`src/rtl/axi_bridge_pkg.sv`:
```
// Shared definitions for the AXI4-Lite to on-chip memory bridge.
// Holds the bridge FSM state type, the AXI response codes, the default memory
// geometry and a helper that tells whether a byte address falls inside the
// memory.
package axi_bridge_pkg;

  typedef enum logic [2:0] {
    IDLE,
    WR_COLLECT,
    WR_EXEC,
    WR_RESP,
    RD_EXEC,
    RD_WAIT,
    RD_RESP
  } bridge_state_t;

  localparam logic [1:0] RESP_OKAY   = 2'b00;
  localparam logic [1:0] RESP_SLVERR = 2'b10;

  localparam int DEF_MEM_WORDS = 128;
  localparam int MEM_AW        = $clog2(DEF_MEM_WORDS);

  // True when a byte address lands inside a memory of 'words' 32-bit words.
  function automatic logic addr_in_range(input logic [31:0] byte_addr, input int words);
    return byte_addr < (32'(words) * 32'd4);
  endfunction

endpackage

```
`src/rtl/axi_rr_arb2.sv`:
```
// Two-requester round-robin arbiter (write vs read).
// Ports:
//   clk, reset      : clock and synchronous active-high reset
//   req_wr, req_rd  : pending write / read requests
//   take            : the grant is being consumed this cycle, update history
//   gnt_wr, gnt_rd  : combinational one-hot grant
// After reset the history says "read went last", so a tie goes to the write.
module axi_rr_arb2 (
  input  logic clk,
  input  logic reset,
  input  logic req_wr,
  input  logic req_rd,
  input  logic take,
  output logic gnt_wr,
  output logic gnt_rd
);

  logic last_rd;

  // On a tie the requester that did not win last time gets the grant.
  assign gnt_wr = req_wr && (!req_rd || last_rd);
  assign gnt_rd = req_rd && (!req_wr || !last_rd);

  // Remember who won, but only when the winner is actually taken.
  always_ff @(posedge clk) begin
    if (reset) begin
      last_rd <= 1'b1;
    end else if (take && (gnt_wr || gnt_rd)) begin
      last_rd <= gnt_rd;
    end
  end

endmodule

```
`src/rtl/axi4lite_onchip_mem_bridge.sv`:
```
// AXI4-Lite slave to Avalon-MM master bridge in front of the on-chip memory.
// One transaction at a time; reads and writes are arbitrated round-robin.
// Ports:
//   clk, reset                       : clock, synchronous active-high reset
//   s_aw*/s_w*/s_b*                  : AXI4-Lite write address/data/response
//   s_ar*/s_r*                       : AXI4-Lite read address/data
//   mem_address/chipselect/write     : registered single-cycle memory strobes
//   mem_writedata/byteenable         : write payload, byte enables
//   mem_readdata                     : memory read data (RD_LATENCY cycles)
//   mem_clken, mem_reset_req         : constant enable, reset pass-through
// Every output is registered, so each state drives its strobes one cycle
// after it is entered; this gives bvalid two cycles after the last write
// handshake and rvalid RD_LATENCY+2 cycles after the read handshake.
module axi4lite_onchip_mem_bridge
  import axi_bridge_pkg::*;
#(
  parameter int AXI_ADDR_W = 12,
  parameter int MEM_WORDS  = DEF_MEM_WORDS,
  parameter int RD_LATENCY = 1
) (
  input  logic                          clk,
  input  logic                          reset,
  input  logic [AXI_ADDR_W-1:0]         s_awaddr,
  input  logic                          s_awvalid,
  output logic                          s_awready,
  input  logic [31:0]                   s_wdata,
  input  logic [3:0]                    s_wstrb,
  input  logic                          s_wvalid,
  output logic                          s_wready,
  output logic [1:0]                    s_bresp,
  output logic                          s_bvalid,
  input  logic                          s_bready,
  input  logic [AXI_ADDR_W-1:0]         s_araddr,
  input  logic                          s_arvalid,
  output logic                          s_arready,
  output logic [31:0]                   s_rdata,
  output logic [1:0]                    s_rresp,
  output logic                          s_rvalid,
  input  logic                          s_rready,
  output logic [$clog2(MEM_WORDS)-1:0]  mem_address,
  output logic                          mem_clken,
  output logic                          mem_chipselect,
  output logic                          mem_write,
  input  logic [31:0]                   mem_readdata,
  output logic [31:0]                   mem_writedata,
  output logic [3:0]                    mem_byteenable,
  output logic                          mem_reset_req
);

  localparam int WORD_AW = $clog2(MEM_WORDS);

  bridge_state_t      state;
  logic               aw_done, w_done;
  logic [WORD_AW-1:0] wr_idx, rd_idx;
  logic               wr_ok, rd_ok;
  logic [31:0]        wr_data;
  logic [3:0]         wr_strb;
  logic [2:0]         rd_cnt;
  logic               gnt_wr, gnt_rd, arb_take;
  logic               aw_hs, w_hs;

  assign mem_clken     = 1'b1;
  assign mem_reset_req = reset;

  assign aw_hs = s_awvalid && s_awready;
  assign w_hs  = s_wvalid && s_wready;

  // A pending arready means a read grant is already out, so no re-arbitration.
  assign arb_take = (state == IDLE) && !s_arready;

  axi_rr_arb2 u_arb (
    .clk    (clk),
    .reset  (reset),
    .req_wr (s_awvalid || s_wvalid),
    .req_rd (s_arvalid),
    .take   (arb_take),
    .gnt_wr (gnt_wr),
    .gnt_rd (gnt_rd)
  );

  // Bridge FSM. Memory strobes default low every cycle and are raised only
  // from WR_EXEC / RD_EXEC, so they are single-cycle pulses. Out-of-range
  // addresses walk the same states but never touch the memory.
  always_ff @(posedge clk) begin
    if (reset) begin
      state          <= IDLE;
      s_awready      <= 1'b0;
      s_wready       <= 1'b0;
      s_arready      <= 1'b0;
      s_bvalid       <= 1'b0;
      s_bresp        <= RESP_OKAY;
      s_rvalid       <= 1'b0;
      s_rresp        <= RESP_OKAY;
      s_rdata        <= '0;
      mem_chipselect <= 1'b0;
      mem_write      <= 1'b0;
      mem_address    <= '0;
      mem_writedata  <= '0;
      mem_byteenable <= '0;
      aw_done        <= 1'b0;
      w_done         <= 1'b0;
      wr_idx         <= '0;
      rd_idx         <= '0;
      wr_ok          <= 1'b0;
      rd_ok          <= 1'b0;
      wr_data        <= '0;
      wr_strb        <= '0;
      rd_cnt         <= '0;
    end else begin
      mem_chipselect <= 1'b0;
      mem_write      <= 1'b0;
      case (state)
        IDLE: begin
          if (s_arready) begin
            s_arready <= 1'b0;
            if (s_arvalid) begin
              rd_idx <= s_araddr[WORD_AW+1:2];
              rd_ok  <= addr_in_range(32'(s_araddr), MEM_WORDS);
              state  <= RD_EXEC;
            end
          end else if (gnt_wr) begin
            s_awready <= 1'b1;
            s_wready  <= 1'b1;
            aw_done   <= 1'b0;
            w_done    <= 1'b0;
            state     <= WR_COLLECT;
          end else if (gnt_rd) begin
            s_arready <= 1'b1;
          end
        end
        WR_COLLECT: begin
          if (aw_hs) begin
            s_awready <= 1'b0;
            aw_done   <= 1'b1;
            wr_idx    <= s_awaddr[WORD_AW+1:2];
            wr_ok     <= addr_in_range(32'(s_awaddr), MEM_WORDS);
          end
          if (w_hs) begin
            s_wready <= 1'b0;
            w_done   <= 1'b1;
            wr_data  <= s_wdata;
            wr_strb  <= s_wstrb;
          end
          if ((aw_done || aw_hs) && (w_done || w_hs)) begin
            state <= WR_EXEC;
          end
        end
        WR_EXEC: begin
          if (wr_ok) begin
            mem_chipselect <= 1'b1;
            mem_write      <= 1'b1;
            mem_address    <= wr_idx;
            mem_writedata  <= wr_data;
            mem_byteenable <= wr_strb;
          end
          s_bresp <= wr_ok ? RESP_OKAY : RESP_SLVERR;
          state   <= WR_RESP;
        end
        WR_RESP: begin
          if (!s_bvalid) begin
            s_bvalid <= 1'b1;
          end else if (s_bready) begin
            s_bvalid <= 1'b0;
            state    <= IDLE;
          end
        end
        RD_EXEC: begin
          if (rd_ok) begin
            mem_chipselect <= 1'b1;
            mem_address    <= rd_idx;
            mem_byteenable <= 4'hF;
          end
          rd_cnt <= '0;
          state  <= RD_WAIT;
        end
        // The memory samples the strobe on the first RD_WAIT edge; its data
        // is valid RD_LATENCY edges after that.
        RD_WAIT: begin
          if (rd_cnt == 3'(RD_LATENCY)) begin
            s_rdata  <= rd_ok ? mem_readdata : 32'h0;
            s_rresp  <= rd_ok ? RESP_OKAY : RESP_SLVERR;
            s_rvalid <= 1'b1;
            state    <= RD_RESP;
          end else begin
            rd_cnt <= rd_cnt + 3'd1;
          end
        end
        RD_RESP: begin
          if (s_rready) begin
            s_rvalid <= 1'b0;
            state    <= IDLE;
          end
        end
        default: state <= IDLE;
      endcase
    end
  end

endmodule

```
`config.mk`:
```
export PLATFORM = sky130hd
export DESIGN_NAME = axi4lite_onchip_mem_bridge
export DESIGN_NICKNAME = d
export VERILOG_FILES = /design/src/rtl/axi_bridge_pkg.sv /design/src/rtl/axi_rr_arb2.sv /design/src/rtl/axi4lite_onchip_mem_bridge.sv
export SDC_FILE = /design/constraint.sdc
export NUM_CORES = 1
export LEC_CHECK = 0
export CAP_MARGIN = 30
export CORE_ASPECT_RATIO = 0.7
export CORE_MARGIN = 1.5
export CORE_UTILIZATION = 33
export CTS_CLUSTER_SIZE = 16
export DETAILED_ROUTE_END_ITERATION = 10
export RECOVER_POWER = 100
export SLEW_MARGIN = 25
export SYNTH_ARGS = -nofsm -noshare
export SYNTH_HDL_FRONTEND = slang
export SYNTH_SLANG_ARGS = --single-unit
```
`constraint.sdc`:
```
create_clock -name clk -period 4.6 [get_ports clk]
set_input_delay 0.46 -clock clk [delete_from_list [all_inputs] [get_ports clk]]
set_output_delay 0.46 -clock clk [all_outputs]
set_load 0.02 [all_outputs]
```
==> results of run 1 <==
==> cell type report <==
class / instances / share of cell area (%)
clock inverters: 14 / 2.572
repair buffers: 187 / 23.24
well taps: 225 / 3.528
clock buffers: 18 / 5.504
inverters: 2 / 0.09409
multi-input cells: 485 / 28.68
flip-flops and latches: 145 / 36.38
==> through the flow <==
step | cell area [um^2] | worst slack (ps) | hold slack, ps
after floorplan | 5545 | 3061 | 432.1
after global placement | 7378 | 2111 | 438.3
after detailed placement | 7417 | 2135 | 442.6
after CTS | 8061 | 2078 | 450.3
after global routing | 7979 | 928.6 | 463.0
final | 7979 | 1111 | 445.5
==> power by group through the flow <==
stage	clock network (mW)	registers [mW]	logic, mW
2_1_floorplan	0	1.37	0.268
3_3_place_gp	0	1.39	0.378
3_5_place_dp	0	1.38	0.382
4_1_cts	1.53	1.36	0.384
5_1_grt	1.60	1.36	0.390
6_report	1.49	1.35	0.355
==> Yosys cell counts, drive strengths merged (2+ instances only) <==
cell type / count
clkbuf: 28
mux2i: 9
nor2b: 6
nor3: 8
o21ai: 22
conb: 2
nor2: 46
nand3: 36
a21oi: 123
o2bb2ai: 2
buf: 28
nand2b: 6
a311oi: 8
a211oi: 4
dfxtp: 145
ha: 2
nand2: 198
inv: 2
==> flip-flops by register name (all words and copies together), names as in the netlist, 3 cells and up <==
signal and cells:
mem_address 7, mem_byteenable 4, mem_writedata 32, rd_cnt 3, rd_idx 7, s_rdata 32, state 3, wr_data 32
wr_idx 7, wr_strb 4
==> metal layers <==
metal / track usage, % / wire [um]
met1: 23.68 / 7463
met2: 25.20 / 6077
met3: 8.252 / 1463
met4: 4.717 / 142
met5: 0 / 0
==> final timing paths <==
path / cells after the start / slack [ps] / start / to
setup reg to reg: 5 / 1420 / state[0]$_SDFFE_PP0P_ / wr_data[5]$_SDFFE_PP0P_
hold reg to reg: 2 / 450 / s_rdata[17]$_SDFFE_PP0P_ / s_rdata[17]$_SDFFE_PP0P_
setup / recovery: 2 / 1110 / reset / mem_reset_req
hold / removal: 2 / 450 / s_rdata[17]$_SDFFE_PP0P_ / s_rdata[17]$_SDFFE_PP0P_
==> kinds of logic (layout without fill, tap and decap cells) <==
family                   after synthesis  in the layout  share of synthesized area (%)
adder cells (fa/ha/maj)                2              2                         0.4515
AO/OA/AOI/OAI                        164            164                          15.96
buffers and inverters                 58            221                          5.328
other                                  2              3                         0.1355
flip-flops                           145            145                          52.38
AND/OR/NAND/NOR                      307            307                          24.11
multiplexers                           9              9                          1.626
==> worst min-delay path, delay by kind of cell (launching register included) <==
family,cells,cell delay [ps]
flops,1,300
simple gates,1,50
compound gates,1,50
==> impl_metrics.py, run 1 <==
metrics = {
    "run_status": {
        "outcome": "finished with violations",
        "violations": "capacitance limit, slew limit",
    },
    "synthesis": {
        "synth_seq_cells": 145,
        "async_flop_share_pct": 0,
        "avgSynthCellArea_um2": 8.066,
        "yosys_warnings": 0,
        "synth_area_leaders": "dfxtp_1, nand2_1, a21oi_1",
        "synth_area_mm2": 0.005542,
        "synthDistinctLibCells": 42,
        "synth_enable_flop_cells": 0,
        "yosys.area.top_type": "dfxtp_1",
        "synth_top_area_share_pct": 52.38,
        "ys.flop_type": "dfxtp_1",
        "ys_seq_area_share_pct": 52.38,
        "syn_inst": 687,
    },
    "critical_path": {
        "required_ps": 4140,
        "cp-end-kind": "output port",
        "critPathBufInv": 2,
        "path_max_fanout": 50,
        "startpoint_type": "input pin",
        "path_class": "in -> out",
        "cp_top_family": "buffers and inverters",
        "crit_arrival_ps": 3030,
        "worstPathCellList": "clkbuf_1 -> clkdlybuf4s50_1",
        "slowest_delay_ps": 1660,
        "cp_slowest_cell": "clkbuf_1",
    },
    "finish": {
        "drive_above_1_share_pct": 5.053,
        "finalNonFillerCells": 1076,
        "seq_area_mm2": 0.002903,
        "final_cell_mix": "nand2_1, dfxtp_1, a21oi_1",
        "nets": 939,
        "nFillCells": 1615,
        "multi_input_area_mm2": 0.002288,
        "syn_to_final_growth_pct": 43.98,
        "final_common_cell": "nand2_1",
        "diodes": 0,
        "utilization_pct": 48.81,
    },
    "pwr": {
        "power_mw": 3.204,
        "intPower_mw": 2.399,
        "p_sw_share_pct": 25.11,
        "pwr-share-seq_pct": 42.3,
        "peakVddDrop_uv": 207.3,
        "power_frac_clock_pct": 46.6,
        "combPwrFrac_pct": 11.1,
        "power_density_mw_per_mm2": 401.5,
        "leakagePower_nw": 2.929,
        "switchingPower_uw": 804.6,
    },
    "floorplan": {
        "die_area_mm2": 0.01759,
        "die_x_um": 157.9,
        "die_y_um": 111.4,
        "start_util_pct": 33.90,
        "io-pin-count": 187,
        "core_area_mm2": 0.01635,
        "rows": 39,
    },
    "cts": {
        "cts_resized": 0,
        "clkLatencyLatePin_ps": 420,
        "cts_tree": "yes",
        "cts_setup_buffers": 0,
        "clk_pin_slew_ps": 60,
        "root_buffer": "clkbuf_16",
        "ctsHoldBuffers": 0,
        "numCtsBuffers": 17,
        "clkSinkCount": 145,
        "htreeDepth": 4,
        "clock_path_buffers": 2,
    },
    "worst_hold_path": {
        "hold_path.class": "reg -> reg",
    },
    "routing": {
        "drt.antenna.violating_nets": 0,
        "first_iter_violations": 227,
        "vias": 4996,
        "drt-vias-per-instance": 4.643,
        "wl_per_cell_um": 14.08,
        "drtPass1Iterations": 4,
        "drt-total-wl_um": 15150,
        "drc": 0,
    },
    "global_route": {
        "antenna_found_initial": 0,
        "grt_pass1_vias": 4732,
        "grt_pass1_wl_um": 24300,
        "grt_usage_pct": 17.62,
        "grt_max_degree": 63,
        "grt.overflow.total": 0,
    },
    "place": {
        "gp_congestion": 0.7216,
        "dpl.cell_count": 1044,
        "dp.final_hpwl_um": 9911,
        "portBuffers": 179,
    },
    "timing": {
        "fin_setup_tns_ps": 0,
        "finalCritPeriodShare_pct": 75.85,
        "fin_skew_ps": 8.994,
        "rsz0062_at_grt": "false",
        "finalHoldViolCount": 0,
        "period_minus_slack_ps": 3489,
        "fmax_mhz": 286.6,
        "setup_viol": 0,
        "max_slew_margin_pct": -60.11,
        "maxSlewViolCount": 157,
        "tightest_slew_ps": 2402,
    },
    "run": {
        "maxCapViolations": 4,
    },
}
No activity file was read; power rests on OpenSTA's default activity.
==> inputs of run 2 (changes only) <==
clock period = 3.3 ns   (was 4.6 ns; I/O delays follow)
==> impl_metrics.py, run 2 (synthesis gave the netlist of run 1 again) <==
metrics = {
    "finish": {
        "diodes": 0,
        "final_common_cell": "nand2_1",
        "nets": 940,
        "reg_top3": "mem_writedata (32), s_rdata (32), wr_data (32)",
        "syn_to_final_growth_pct": 43.28,
        "drive_above_1_share_pct": 5.634,
        "final_cell_mix": "nand2_1, dfxtp_1, a21oi_1",
    },
    "timing": {
        "maxSlewViolCount": 37,
        "fmax_mhz": 402.2,
        "period_minus_slack_ps": 2486,
        "finalCritPeriodShare_pct": 75.34,
        "tightest_slew_ps": 1578,
        "fin_setup_tns_ps": 0,
        "fin_skew_ps": 12.48,
        "max_slew_margin_pct": -5.231,
        "setup_viol": 0,
        "rsz0062_at_grt": "false",
        "finalHoldViolCount": 0,
    },
    "routing": {
        "drt-total-wl_um": 15250,
        "wl_per_cell_um": 14.16,
        "drtPass1Iterations": 4,
        "first_iter_violations": 238,
        "vias": 5037,
        "drt.antenna.violating_nets": 0,
        "drc": 0,
        "drt-vias-per-instance": 4.677,
    },
    "critical_path": {
        "required_ps": 3590,
        "cp-end-kind": "flip-flop",
        "path_max_fanout": 36,
        "path_class": "reg -> reg",
        "startpoint_type": "flip-flop",
        "crit_arrival_ps": 2770,
    },
    "pwr": {
        "power_density_mw_per_mm2": 539.0,
        "leakagePower_nw": 2.915,
        "peakVddDrop_uv": 310.1,
        "power_mw": 4.279,
    },
    "cts": {
        "clkLatencyLatePin_ps": 420,
        "root_buffer": "clkbuf_16",
        "cts_tree": "yes",
        "htreeDepth": 4,
        "clk_pin_slew_ps": 60,
        "numCtsBuffers": 17,
        "cts_resized": 0,
        "clkSinkCount": 145,
        "clock_path_buffers": 2,
        "cts_setup_buffers": 0,
        "ctsHoldBuffers": 0,
    },
    "global_route": {
        "grt_usage_pct": 18.01,
        "grt_max_degree": 146,
        "grt_pass1_vias": 4764,
        "grt_pass1_wl_um": 24610,
        "antenna_found_initial": 0,
        "grt.overflow.total": 0,
    },
    "worst_hold_path": {
        "hold_path.class": "reg -> reg",
    },
    "run_status": {
        "outcome": "finished with violations",
        "violations": "capacitance limit, slew limit",
    },
    "floorplan": {
        "core_area_mm2": 0.01635,
        "die_y_um": 111.4,
        "die_area_mm2": 0.01759,
        "rows": 39,
        "io-pin-count": 187,
        "die_x_um": 157.9,
        "start_util_pct": 33.90,
    },
    "place": {
        "dp.final_hpwl_um": 9797,
        "gp_congestion": 0.7233,
        "portBuffers": 179,
    },
    "run": {
        "maxCapViolations": 1,
    },
}
## run 2: cell types whose count changed in the layout (fill, tap and decap cells not counted), sizes merged
cell,change
dlygate4sd3,+1
clkdlybuf4s50,-1
buf,+3
bufinv,-3
clkinv,-1
inv,+2
## run 2: cell type report
class / instances / area [um^2]
clock buffers: 20 / 456.7
clock inverters: 12 / 123.9
fillers: 1634 / 8407
flip-flops and latches: 145 / 2903
multi-input cells: 485 / 2305
inverters: 2 / 7.507
well taps: 225 / 281.5
repair buffers: 188 / 1863
## run 2: through the flow
| stage | std cells | cell area (um^2) | setup slack (ps) | utilization [%] | hold WS, ps |
|---|---|---|---|---|---|
| detailed placement | 1045 | 7408 | 1091 | 45.32 | 443.4 |
| finish | 1077 | 7940 | 813.8 | 48.57 | 445.9 |
| floorplan | 688 | 5545 | 1761 | - | 432.1 |
| global placement | 1045 | 7408 | 1131 | 45.32 | 437.6 |
| CTS | 1077 | 7989 | 1076 | 48.87 | 437.2 |
| global route | 1077 | 7940 | 538.5 | 48.57 | 446.3 |
## run 2: routing by layer
layer | track usage [%] | share of wire [%] | up-vias | wire, um
met5 | 0 | 0 | - | 0
met2 | 25.09 | 41 | 161 | 6188
met3 | 8.097 | 10 | 14 | 1523
met1 | 24.55 | 48 | 2279 | 7365
li1 | - | - | 2583 | -
met4 | 5.849 | 1.2 | 0 | 176
## run 2: final timing paths
path                            from                            end  slack [ps]  cells after the start
max            state[1]$_SDFFE_PP0P_         rd_cnt[1]$_SDFFE_PP0P_         810                      6
min          wr_data[2]$_SDFFE_PP0P_  mem_writedata[2]$_SDFFE_PP0P_         450                      2
max reg2reg    state[1]$_SDFFE_PP0P_         rd_cnt[1]$_SDFFE_PP0P_         810                      6
min reg2reg  wr_data[2]$_SDFFE_PP0P_  mem_writedata[2]$_SDFFE_PP0P_         450                      2
## run 2: critical path: stages (launching register included)
cell and delay, ps:
dfxtp_1 570, nor2b_2 140, nand3_1 150, clkbuf_1 1160, a21oi_1 130, nor2_1 140
nor2_1 40
## run 2: report_power, final
part           internal, mW  switching, mW
combinational         0.240          0.290
sequential             1.82         0.0534
clock                  1.09          0.787
